File: src/rtl/payload_engine_pkg.sv
// Shared types and sizing for the payload-engine cuckoo lookup scheduler.
package payload_engine_pkg;

  localparam int unsigned WIN_W    = 160;
  localparam int unsigned PIPE_LAT = 4;
  localparam int unsigned OFF_W    = 16;
  localparam int unsigned PID_W    = 8;
  localparam int unsigned HIT_W    = 8;

  typedef struct packed {
    logic [PID_W-1:0] pkt_id;
    logic [OFF_W-1:0] offset;
    logic [HIT_W-1:0] hit;
  } match_rec_t;

  typedef struct packed {
    logic             valid;
    logic [PID_W-1:0] pkt_id;
    logic [OFF_W-1:0] offset;
  } tag_t;

  localparam int unsigned REC_W = $bits(match_rec_t);

  // A lookup hits when either lane reports any compare match; suffix bits alone never qualify.
  function automatic logic is_hit(input logic [1:0] cmp, input logic [1:0] cmp_nc);
    return (|cmp) | (|cmp_nc);
  endfunction

endpackage

File: src/rtl/sched_result_fifo.sv
// Synchronous result FIFO; head word is presented from storage and zeroed while empty.
module sched_result_fifo #(
  parameter int unsigned DEPTH = 8,
  parameter int unsigned W     = 32,
  parameter int unsigned CNT_W = $clog2(DEPTH + 1)
) (
  input  logic             clk,
  input  logic             rst,
  input  logic             push,
  input  logic [W-1:0]     push_data,
  input  logic             pop,
  output logic [W-1:0]     pop_data,
  output logic             valid,
  output logic [CNT_W-1:0] count
);

  localparam int unsigned PTR_W = (DEPTH > 1) ? $clog2(DEPTH) : 1;

  logic [W-1:0]     mem [DEPTH];
  logic [PTR_W-1:0] wr_ptr;
  logic [PTR_W-1:0] rd_ptr;
  logic [CNT_W-1:0] cnt;
  logic             push_ok;
  logic             pop_ok;

  function automatic logic [PTR_W-1:0] ptr_inc(input logic [PTR_W-1:0] p);
    if (p == PTR_W'(DEPTH - 1)) return '0;
    return p + 1'b1;
  endfunction

  assign push_ok  = push & (cnt != CNT_W'(DEPTH));
  assign pop_ok   = pop & (cnt != '0);
  assign valid    = (cnt != '0);
  assign count    = cnt;
  assign pop_data = valid ? mem[rd_ptr] : '0;

  always_ff @(posedge clk or posedge rst) begin
    if (rst) begin
      wr_ptr <= '0;
      rd_ptr <= '0;
      cnt    <= '0;
      for (int unsigned i = 0; i < DEPTH; i++) mem[i] <= '0;
    end else begin
      if (push_ok) begin
        mem[wr_ptr] <= push_data;
        wr_ptr      <= ptr_inc(wr_ptr);
      end
      if (pop_ok) rd_ptr <= ptr_inc(rd_ptr);
      case ({push_ok, pop_ok})
        2'b10:   cnt <= cnt + 1'b1;
        2'b01:   cnt <= cnt - 1'b1;
        default: cnt <= cnt;
      endcase
    end
  end

endmodule

File: src/rtl/cuckoo_lookup_sched.sv
// Issue controller for the L12 cuckoo lookup pipeline: credit-gated window issue,
// in-flight tag tracking and hit collection into a result FIFO.
module cuckoo_lookup_sched
  import payload_engine_pkg::*;
#(
  parameter int unsigned RES_DEPTH = 8
) (
  input  logic             clk,
  input  logic             rst,
  input  logic             win_valid,
  input  logic [WIN_W-1:0] win_data,
  input  logic             win_last,
  output logic             win_ready,
  input  logic             pause,
  output logic             eng_enable,
  output logic [WIN_W-1:0] eng_win,
  output logic [WIN_W-1:0] eng_win_cmp,
  input  logic [1:0]       eng_cmp,
  input  logic [1:0]       eng_sfx,
  input  logic [1:0]       eng_cmp_nc,
  input  logic [1:0]       eng_sfx_nc,
  output logic             m_valid,
  input  logic             m_ready,
  output logic [PID_W-1:0] m_pkt_id,
  output logic [OFF_W-1:0] m_offset,
  output logic [7:0]       m_hit,
  output logic             busy
);

  localparam int unsigned CNT_W = $clog2(RES_DEPTH + 1);

  logic             run;
  tag_t             tag_pipe [PIPE_LAT];
  tag_t             res_tag;
  logic [WIN_W-1:0] win_dly  [PIPE_LAT-1];
  logic [PID_W-1:0] pkt_id;
  logic [OFF_W-1:0] offset;
  logic [CNT_W-1:0] inflight;
  logic [CNT_W-1:0] fifo_cnt;
  logic [CNT_W-1:0] fifo_free;
  logic             accept;
  logic             push;
  logic             pop;
  match_rec_t       push_rec;
  match_rec_t       head_rec;
  logic [REC_W-1:0] head_bits;

  always_comb begin
    inflight = '0;
    for (int unsigned i = 0; i < PIPE_LAT; i++) begin
      inflight = inflight + CNT_W'(tag_pipe[i].valid);
    end
  end

  // Every in-flight lookup holds a reserved FIFO slot, so a full pipe of hits always fits.
  // Only registered state feeds the credit check; m_ready never reaches win_ready.
  assign fifo_free  = CNT_W'(RES_DEPTH) - fifo_cnt;
  assign win_ready  = run & ~pause & (fifo_free > inflight);
  assign accept     = win_valid & win_ready;
  assign eng_enable = accept;
  assign eng_win    = win_data;
  assign eng_win_cmp = win_dly[PIPE_LAT-2];

  always_ff @(posedge clk or posedge rst) begin
    if (rst) begin
      run    <= 1'b0;
      pkt_id <= '0;
      offset <= '0;
      for (int unsigned i = 0; i < PIPE_LAT; i++) tag_pipe[i] <= '0;
      for (int unsigned i = 0; i < PIPE_LAT - 1; i++) win_dly[i] <= '0;
    end else begin
      run         <= 1'b1;
      tag_pipe[0] <= '{valid: accept, pkt_id: pkt_id, offset: offset};
      for (int unsigned i = 1; i < PIPE_LAT; i++) tag_pipe[i] <= tag_pipe[i-1];
      win_dly[0] <= win_data;
      for (int unsigned i = 1; i < PIPE_LAT - 1; i++) win_dly[i] <= win_dly[i-1];
      if (accept) begin
        if (win_last) begin
          offset <= '0;
          pkt_id <= pkt_id + 1'b1;
        end else begin
          offset <= offset + 1'b1;
        end
      end
    end
  end

  // Compare outputs are meaningful only when the matching tag reaches the last stage.
  assign res_tag  = tag_pipe[PIPE_LAT-1];
  assign push     = res_tag.valid & is_hit(eng_cmp, eng_cmp_nc);
  assign push_rec = '{pkt_id: res_tag.pkt_id,
                      offset: res_tag.offset,
                      hit:    {eng_sfx_nc, eng_cmp_nc, eng_sfx, eng_cmp}};
  assign pop      = m_valid & m_ready;

  sched_result_fifo #(
    .DEPTH (RES_DEPTH),
    .W     (REC_W),
    .CNT_W (CNT_W)
  ) u_fifo (
    .clk       (clk),
    .rst       (rst),
    .push      (push),
    .push_data (push_rec),
    .pop       (pop),
    .pop_data  (head_bits),
    .valid     (m_valid),
    .count     (fifo_cnt)
  );

  assign head_rec = match_rec_t'(head_bits);
  assign m_pkt_id = head_rec.pkt_id;
  assign m_offset = head_rec.offset;
  assign m_hit    = head_rec.hit;
  assign busy     = (inflight != '0) | m_valid;

endmodule

File: config.mk
export PLATFORM = sky130hd
export DESIGN_NAME = cuckoo_lookup_sched
export DESIGN_NICKNAME = d
export VERILOG_FILES = /design/src/rtl/payload_engine_pkg.sv /design/src/rtl/sched_result_fifo.sv /design/src/rtl/cuckoo_lookup_sched.sv
export SDC_FILE = /design/constraint.sdc
export NUM_CORES = 1
export LEC_CHECK = 0
export BUFFER_PORTS_ARGS = -buffer_cell sky130_fd_sc_hd__buf_2
export CAP_MARGIN = 20
export CORE_MARGIN = 1
export CORE_UTILIZATION = 50
export CTS_BUF_LIST = sky130_fd_sc_hd__clkbuf_16
export CTS_CLUSTER_SIZE = 25
export DETAILED_ROUTE_END_ITERATION = 7
export PLACE_DENSITY_LB_ADDON = 0.05
export RECOVER_POWER = 25
export SLEW_MARGIN = 5
export SYNTH_ARGS = -nofsm -noshare
export SYNTH_HDL_FRONTEND = slang
export SYNTH_SLANG_ARGS = --single-unit
File: constraint.sdc
create_clock -name clk -period 76.9 [get_ports clk]
set_input_delay 15.38 -clock clk [delete_from_list [all_inputs] [get_ports clk]]
set_output_delay 15.38 -clock clk [all_outputs]
set_load 0.01 [all_outputs]
Yosys cells after proc, flatten, opt, wreduce, memory -nomap -nowiden

Index checks and enable logic that the tools add are counted.
Widths: inputs -> output; s select.

$lt $le $gt $ge: 4
Bitwise gates (word level): 12
Reduce and logical (&&, ||, !) cells: 7
Mux-type cells: 17
Equal/unequal tests: 5
Add/sub/neg operators: 10

Operators by type and width:

| operator              | number |
|---|---|
| $bwmux 256            | 1 |
| $mux 32               | 4 |
| $bmux 32 s3           | 1 |
| $demux 32 s3          | 1 |
| $add 16x1->16 const B | 1 |
| $mux 16               | 1 |
| $mux 3                | 4 |
| $add 8x1->8 const B   | 1 |
| $ge 4x4->1 const B    | 2 |
| $not 3->4             | 2 |
| $pmux 4 s2            | 1 |
| $reduce_bool 4->1     | 2 |
| $and 1x1->1           | 7 |
| $add 3x1->3 const B   | 2 |
| $eq 3x3->1 const B    | 2 |
| $add 3x1->4           | 1 |
| $add 4x1->4 const B   | 1 |
| $gt 4x4->1            | 1 |
| $lt 4x1->1 const B    | 1 |
| $mux 1                | 4 |
| $ne 4x4->1 const B    | 1 |
| $reduce_or 2->1       | 2 |
| $sub 4x1->4 const B   | 1 |
| $sub 4x4->4 const A   | 1 |
| other kinds (9)       | 10 |

Output and inout port bits: 356
Word-level logic and storage cells: 84
Register bits after elaboration: 871
Bits of input ports: 174

Logic depth before layout (Yosys ltp)

Gate-level depths: netlist of the first run.

Depth after elaboration: 7
Gate-level depth with buffers: 13
Depth with buffers taken out: 13

Hierarchy

Synthesis of the first run repeated with hierarchy kept, for this count alone.

Cells, all modules: 1,808
Area, all modules: 30,654.4 µm²

Modules (own cells, without submodules):

| module              | times used | sequential area each (µm²) | cells each | area an instance (µm²) |
|---|---|---|---|---|
| cuckoo_lookup_sched | 1          | 15,139.5                   | 1,054      | 18,450.2 |
| sched_result_fifo   | 1          | 6,656.4                    | 754        | 12,204.2 |

Worst setup path after synthesis of the first run

Ideal clock, no wire load.

Path type: in2out
Start point: input pause
End point: output eng_enable
Stages on the path: 5
Path buffers: 2
Data arrival time: 16.218 ns
Data required time: 61.520 ns
Path slack: 45.302 ns
Cells stage by stage: nor2b_1 -> o211ai_1 -> clkbuf_1 -> clkbuf_1 -> inv_1

Cells in the longest elaborated chain, start to end: 4

RTL lines:

| item                      | line                      | source |
|---|---|---|
| start: declaration        | cuckoo_lookup_sched.sv:14 | `input logic pause,` |
| $not 1->1                 | cuckoo_lookup_sched.sv:58 | `assign win_ready = run & ~pause & (fifo_free > inflight);` |
| $and 1x1->1 (2 in series) | cuckoo_lookup_sched.sv:58 |  |
| $and 1x1->1               | cuckoo_lookup_sched.sv:59 | `assign accept = win_valid & win_ready;` |
| end: declaration          | cuckoo_lookup_sched.sv:15 | `output logic eng_enable,` |

No other way between the ends.

Worst setup path in the final report of the first run

Ends and elaborated chain as after synthesis.

==> summary.md, run 1 <==
| Metric | Value |
|---|---|
| RD Place Congestion | `0.7617` |
| Post-route setup TNS | `0 ns` |
| Critical path required time | `61.52 ns` |
| Seq pwr share | `48.0%` |
| WS Path Type | `in -> out` |
| Post-CTS sizing | `0` |
| Top-area cell type share of the netlist area | `70.15%` |
| Buffers & Inverters on Critical Path | `3` |
| CTS tree | `built` |
| Largest net degree at the start of global routing | `180` |
| Int Pwr | `0.8385 mW` |
| Die height | `251.3 µm` |
| Hold path endpoint | `eng_win_cmp[28]` |
| Seq/Total Area, Yosys | `a little over two thirds` |
| Fmax achieved | `0.03176 GHz` |
| Remaining DRCs | `0` |
| H-Tree Level Count | `3` |
| Setup bufs post-CTS | `0` |
| Period utilisation layout | `40.94%` |
| Worst vdd ir | `0.02316 mV` |
| Min Tclk post-route | `31.48 ns` |
| Clock Latency Late Sink | `0.63 ns` |
| Max-slew violations | `0` |
| Synthesized netlist cell count | `1,803` |
| Synth-to-layout area growth | `13.06%` |
| Multi-input logic area | `~6500 µm²` |
| Flop2flop setup slack | `73.34 ns` |
| Antenna viol nets, final | `0` |
| Die W | `251.3 µm` |
| Ys async rst share | `between 90% and 100%` |
| Top-count cell post-synth | `dfrtp_1` |
| Proportion of layout cells with a drive suffix above 1 | `45.71%` |
| Syn_nets | `1,994` |
| Worst r2r src | `u_fifo.count[0]` |
| CP max stage delay | `0.17 ns` |
| Via density | `4.810` |
| Pwr dens | `32.23 nW/µm²` |
| Fill cells | `approximately 4,800` |
| Synth area leaders | `dfrtp_1, buf_4, mux2_4` |
| Vias | `14,344` |
| Global route overflow | `0` |
| I/O pin cnt | `530` |
| Initial Util | `50.44%` |
| Measured slew at the worst slew-check pin | `1.116 ns` |
| Fin Hold WS | `0.3365 ns` |
| Crit Path Max Fanout | `3` |
| Final setup viols | `0` |
| Power share of the clock group | `between 30% and 40%` |
| Hold_buf cts | `0` |
| Clock sinks | `871` |
| Seq. cell area | `21,800 µm²` |
| Most frequent CP cell | `buf_2` |
| PortBufs | `about 530` |
| Top cells by count, synth | `dfrtp_1, buf_4, mux2_2` |
| Startpoint types | `primary input` |
| Clk buf depth | `3` |
| Synthesized area per cell | `17.23 µm²` |
| Critical-path top delay cell | `nor2b_1` |
| Initial antenna violation count | `0` |
| Crit-path leading delay family | `buffers and inverters` |
| Final Skew | `0.01462 ns` |
| Outcome | `complete, no violations` |
| Final hold vios | `0` |
| Routed length per placed instance | `approximately 19 µm` |
| Yosys warns | `0` |
| Routed WL | `~57 mm` |
| Reg clk slew, reported paths | `0.06 ns` |
| Mapped Area | `31,070 µm²` |
| Critical path arrival | `16.10 ns` |
| Core Region | `61,600 µm²` |
| Length of the first detailed-routing pass in iterations | `6` |
| Total Routing Usage GR | `18.62%` |
| Die ar. | `between 60,000 and 70,000 µm²` |
| Worst Reg-to-Reg Cells | `8` |
| Number of global-route vias before repair | `15,459` |
| Post-synthesis register bit count | `just under 900` |
| Number of synthesized flops with an enable pin | `0` |
| Beginning of the worst hold path | `win_dly[188]` |
| RSZ-0062 raised after global routing | `false` |
| Synth unique cells | `48` |
| Leakage Power | `17.34 nW` |
| Final #Nets | `2,258` |
| Hold path depth | `0` |
| CTS buffer count | `91` |
| Crit. End Element | `output port` |
| Most used DFF post-synth | `dfrtp_1` |
| MaxCap Viol Count | `0` |
| CTS Root Cell | `clkbuf_16` |
| Rows | `91` |
| Switching share of power | `25.93%` |
| Slew margin rel. | `between 20% and 30%` |
| Critical path, cell by cell | `buf_2, nor2b_1, o211ai_1, inv_1, buf_2` |
| Initial DRC count | `750` |
| Net Switching | `0.2936 mW` |
| R2r endpoint | `u_fifo.mem[125]` |
| First-pass GRT wire length | `roughly 90 mm` |
| Yosys top cell by area | `dfrtp_1` |
| Post-DP HPWL | `34.55 mm` |
| Hold Crit Class | `reg -> reg` |
| Comb power frac | `between 10% and 20%` |
## worst register-to-register path, cell delays in order (launching register included)
cell	delay, ns
dfrtp_1	0.40
inv_1	0.11
ha_1	0.25
nand3b_1	0.09
and3_1	0.53
inv_8	0.11
nor4b_4	0.82
buf_4	0.68
mux2_2	0.45
## cell usage in the layout (no fill, tap or decap), types with 16 or more instances in the layout
cell type  Yosys  routed
mux2_4       120     120
clkinv_1       0      20
clkbuf_1      18      32
clkbuf_16      0      92
buf_2          7     497
mux2_2       130     130
nand2_1       16      16
dfrtp_1      871     868
nor2_1        39      39
mux2i_1       33      33
mux4_2        64      64
inv_1         12      26
clkinv_2       0      24
## how the worst max path moves through the flow
stage | startpoint | end | slack [ns] | depth (start not counted)
floorplan | rst | eng_win_cmp[0] | 37.04 | 1
global placement | pause | eng_enable | 45.43 | 5
detailed placement | pause | eng_enable | 45.40 | 5
CTS | pause | eng_enable | 45.39 | 5
global route | pause | eng_enable | 45.33 | 5
finish | pause | eng_enable | 45.42 | 5
## through the flow
stage / std cells / total power, mW / setup slack [ns] / utilization [%] / area, µm²
2_1_floorplan: 1803 / 0.6744 / 37.04 / - / 31070
3_3_place_gp: 2810 / 0.7146 / 45.43 / 52.26 / 32190
3_5_place_dp: 2810 / 0.7213 / 45.40 / 52.26 / 32190
4_1_cts: 2980 / 1.151 / 45.39 / 57.05 / 35140
5_1_grt: 2981 / 1.187 / 45.33 / 57.02 / 35120
6_report: 2982 / 1.132 / 45.42 / 57.03 / 35130
## per-layer routing
layer | share of wire, % | global-route usage, % | up-vias
met2 | 49 | 29.92 | 403
met4 | 2.4 | 5.453 | 0
li1 | - | - | 6361
met5 | 0 | 0 | -
met1 | 42 | 25.05 | 7484
met3 | 5.9 | 4.939 | 96
## power groups by stage
stage	Sequential, mW	Clock, mW	Combinational, mW
2_1_floorplan	0.535	0	0.139
3_3_place_gp	0.549	0	0.166
3_5_place_dp	0.552	0	0.170
4_1_cts	0.544	0.437	0.170
5_1_grt	0.550	0.456	0.181
6_report	0.543	0.423	0.166
## kinds of logic (layout without fill, tap and decap cells)
kind of cell,count (synthesis),in the layout,synth area share [%]
compound gates,26,26,0.6565
xor+xnor,13,13,0.3665
fa+ha+maj,17,17,0.7330
buf+inv,389,730,9.089
flops,871,871,70.15
mux,355,355,16.50
other cells,1,2,0.01207
simple gates,131,131,2.485
## area by class of cell
class                           instances  share of cell area, %
Tap cell                              837                  2.981
Multi-Input combinational cell        543                  18.45
Antenna cell                            1               0.007124
Timing Repair Buffer                  547                  7.915
Clock buffer                           92                  6.554
Sequential cell                       871                  62.07
Inverter                               13                 0.1817
Clock inverter                         78                  1.845
## state kept, by name, indices dropped and copies added, names as in the netlist
register,count
eng_win_cmp,160
u_fifo.rd_ptr,3
offset,16
pkt_id,8
u_fifo.count,4
run,1
push_rec,24
u_fifo.mem,256
tag_pipe,75
win_dly,320
res_tag,1
u_fifo.wr_ptr,3
Note: power is estimated with default switching activity, not from simulation.
==> inputs of run 2 (changes only) <==
==> constraint.sdc (replaced) <==
create_clock -name clk -period 30.5 [get_ports clk]
set_input_delay 6.1 -clock clk [delete_from_list [all_inputs] [get_ports clk]]
set_output_delay 6.1 -clock clk [all_outputs]
set_load 0.01 [all_outputs]
==> run 2 against run 1 <==
Combinational power rose to 2.5 times the previous value. Hold slack got worse by 0.0020 ns. Global-route usage rose by 0.24 points. Wire length rose by 1.6%. Largest cell class unchanged. Sequential share of layout area rose by 0.47 points.
==> summary.md, run 2 (synthesis gave the netlist of run 1 again) <==
| Metric | Value |
|---|---|
| Worst vdd ir | `0.05286 mV (was 0.02316 mV)` |
| Die height | `251.3 µm (unchanged)` |
| Proportion of layout cells with a drive suffix above 1 | `45.17% (was 45.71%)` |
| RD Place Congestion | `0.8139 (was 0.7617)` |
| Final Skew | `0.01709 ns (was 0.01462 ns)` |
| Initial antenna violation count | `2 (was 0)` |
| Initial Util | `50.44% (unchanged)` |
| Core Region | `61,600 µm² (unchanged)` |
| Startpoint types | `primary input (unchanged)` |
| Measured slew at the worst slew-check pin | `1.118 ns (was 1.116 ns)` |
| Post-route setup TNS | `0 ns (unchanged)` |
| Clock sinks | `871 (unchanged)` |
| Crit Path Max Fanout | `3 (unchanged)` |
| Min Tclk post-route | `about 13 ns` |
| MaxCap Viol Count | `0 (unchanged)` |
| Via density | `4.838 (was 4.810)` |
| Routed WL | `58.36 mm (was 57.46 mm)` |
| PortBufs | `529 (unchanged)` |
| Rows | `91 (unchanged)` |
| Int Pwr | `2.038 mW (was 0.8385 mW)` |
| Antenna viol nets, final | `0 (unchanged)` |
| Die W | `251.3 µm (unchanged)` |
| Net Switching | `0.7247 mW (was 0.2936 mW)` |
| H-Tree Level Count | `3 (unchanged)` |
| Vias | `14,378 (was 14,344)` |
| Outcome | `complete, no violations (unchanged)` |
| Multi-input logic area | `6480 µm² (unchanged)` |
| Commonest non-fill, non-tap cell in the layout | `dfrtp_1 (unchanged)` |
| Synth-to-layout area growth | `12.20% (was 13.06%)` |
| Final #Nets | `2,261 (was 2,258)` |
| Total Routing Usage GR | `18.87% (was 18.62%)` |
| CTS buffer count | `86 (was 91)` |
| Most frequent CP cell | `buf_2 (unchanged)` |
| Die ar. | `63,140 µm² (unchanged)` |
| I/O pin cnt | `530 (unchanged)` |
| Seq pwr share | `49.6% (was 48.0%)` |
| Period utilisation layout | `42.46%` |
| CTS Root Cell | `clkbuf_16 (unchanged)` |
| Largest net degree at the start of global routing | `87 (was 180)` |
| Pwr dens | `79.26 nW/µm² (was 32.23 nW/µm²)` |
| Switching share of power | `26.23% (was 25.93%)` |
| Final hold vios | `0 (unchanged)` |
| Hold Crit Class | `reg -> reg (unchanged)` |
| Reg clk slew, reported paths | `0.06 ns (about the same)` |
| Fmax achieved | `0.07721 GHz` |
| CTS tree | `built (unchanged)` |
| Routed length per placed instance | `19.64 µm (was 19.27 µm)` |
| Power share of the clock group | `35.1% (was 37.4%)` |
| Critical path required time | `24.40 ns (was 61.52 ns)` |
| Post-CTS sizing | `0 (unchanged)` |
| Critical path arrival | `6.85 ns (was 16.10 ns)` |
| WS Path Type | `in -> out (unchanged)` |
| Final setup viols | `0 (unchanged)` |
| RSZ-0062 raised after global routing | `false (unchanged)` |
| DP Worst Slack | `17.53 ns (was 45.40 ns)` |
| Hold_buf cts | `0 (unchanged)` |
| Most frequent cells in the layout | `dfrtp_1, buf_2, mux2_2, mux2_4, clkbuf_16 (unchanged)` |
| Clk buf depth | `3 (unchanged)` |
| Number of global-route vias before repair | `15,513 (was 15,459)` |
| Pwr Total | `2.763 mW (was 1.132 mW)` |
| Crit. End Element | `output port (unchanged)` |
| Global route overflow | `0 (unchanged)` |
| CP max stage delay | `0.20 ns (was 0.17 ns)` |
| Leakage Power | `17.22 nW (was 17.34 nW)` |
| Post-DP HPWL | `35.65 mm (was 34.55 mm)` |
| Most flops, register | `win_dly (unchanged)` |
| Fill cells | `4,876 (was 4,835)` |
| Clock Latency Late Sink | `0.62 ns (was 0.63 ns)` |
| Critical-path top delay cell | `nor2b_1 (unchanged)` |
| Max reg flops | `320 (unchanged)` |
| Setup bufs post-CTS | `0 (unchanged)` |
| Critical path, cell by cell | `buf_2, nor2b_1, o211ai_1, inv_1, buf_2 (unchanged)` |
| First-pass GRT wire length | `90.61 mm (was 89.52 mm)` |
| Seq. cell area | `21,800 µm² (unchanged)` |
| Initial DRC count | `602 (was 750)` |
| Min setup slack post-route | `17.55 ns (was 45.42 ns)` |
| Max-slew violations | `0 (unchanged)` |
| Comb power frac | `15.2% (was 14.7%)` |
| Slew margin rel. | `25.47% (was 25.61%)` |
| Remaining DRCs | `0 (unchanged)` |
| Length of the first detailed-routing pass in iterations | `6 (unchanged)` |
## run 2: cell type report
cell class / instances / share of cell area (%)
Antenna cell: 1 / 0.007178
Clock inverter: 65 / 1.206
Sequential cell: 871 / 62.54
Inverter: 13 / 0.1723
Clock buffer: 87 / 6.245
Multi-Input combinational cell: 543 / 18.59
Timing Repair Buffer: 555 / 8.234
Tap cell: 837 / 3.004
## run 2: final timing paths
path | start | end | slack, ns | depth (start not counted)
max in group asynchronous | rst | u_fifo.rd_ptr[2] | 21.29 | 7
setup reg to reg | u_fifo.count[0] | u_fifo.mem[125] | 26.98 | 8
setup / recovery | pause | eng_enable | 17.55 | 5
min in group asynchronous | rst | win_dly[277] | 5.58 | 2
hold / removal | win_dly[352] | win_dly[192] | 0.33 | 0
hold reg to reg | win_dly[352] | win_dly[192] | 0.33 | 0
## run 2: worst max-delay path, delay by kind of cell
family / cells / cell delay [ns]
compound gates: 1 / 0.17
simple gates: 1 / 0.20
buf+inv: 3 / 0.38
## run 2: layer usage
layer  up-vias  track usage (%)  wire, µm  share of wire, %
li1       6334                -         -                 -
met1      7599            25.11     24620                42
met2       357            30.81     29300                50
met3        86            4.525      3206               5.5
met4         2            5.906      1212               2.1
met5         -                0        17             0.029
## run 2: power groups by stage
| stage | combinational [mW] | sequential, mW | clock, mW |
|---|---|---|---|
| after floorplan | 0.352 | 1.35 | 0 |
| after global placement | 0.421 | 1.39 | 0 |
| after detailed placement | 0.429 | 1.39 | 0 |
| after CTS | 0.430 | 1.37 | 1.00 |
| after global routing | 0.461 | 1.39 | 1.05 |
| final | 0.421 | 1.37 | 0.971 |
## run 2: metrics by stage
stage,std cells,hold WS (ns),util (%),area [µm²]
finish,2972,0.3345,56.59,34860
floorplan,1803,0.3312,-,31070
detailed placement,2815,0.3347,52.28,32200
global placement,2815,0.3312,52.28,32200
global route,2971,0.3382,56.59,34860
CTS,2967,0.3336,56.49,34800
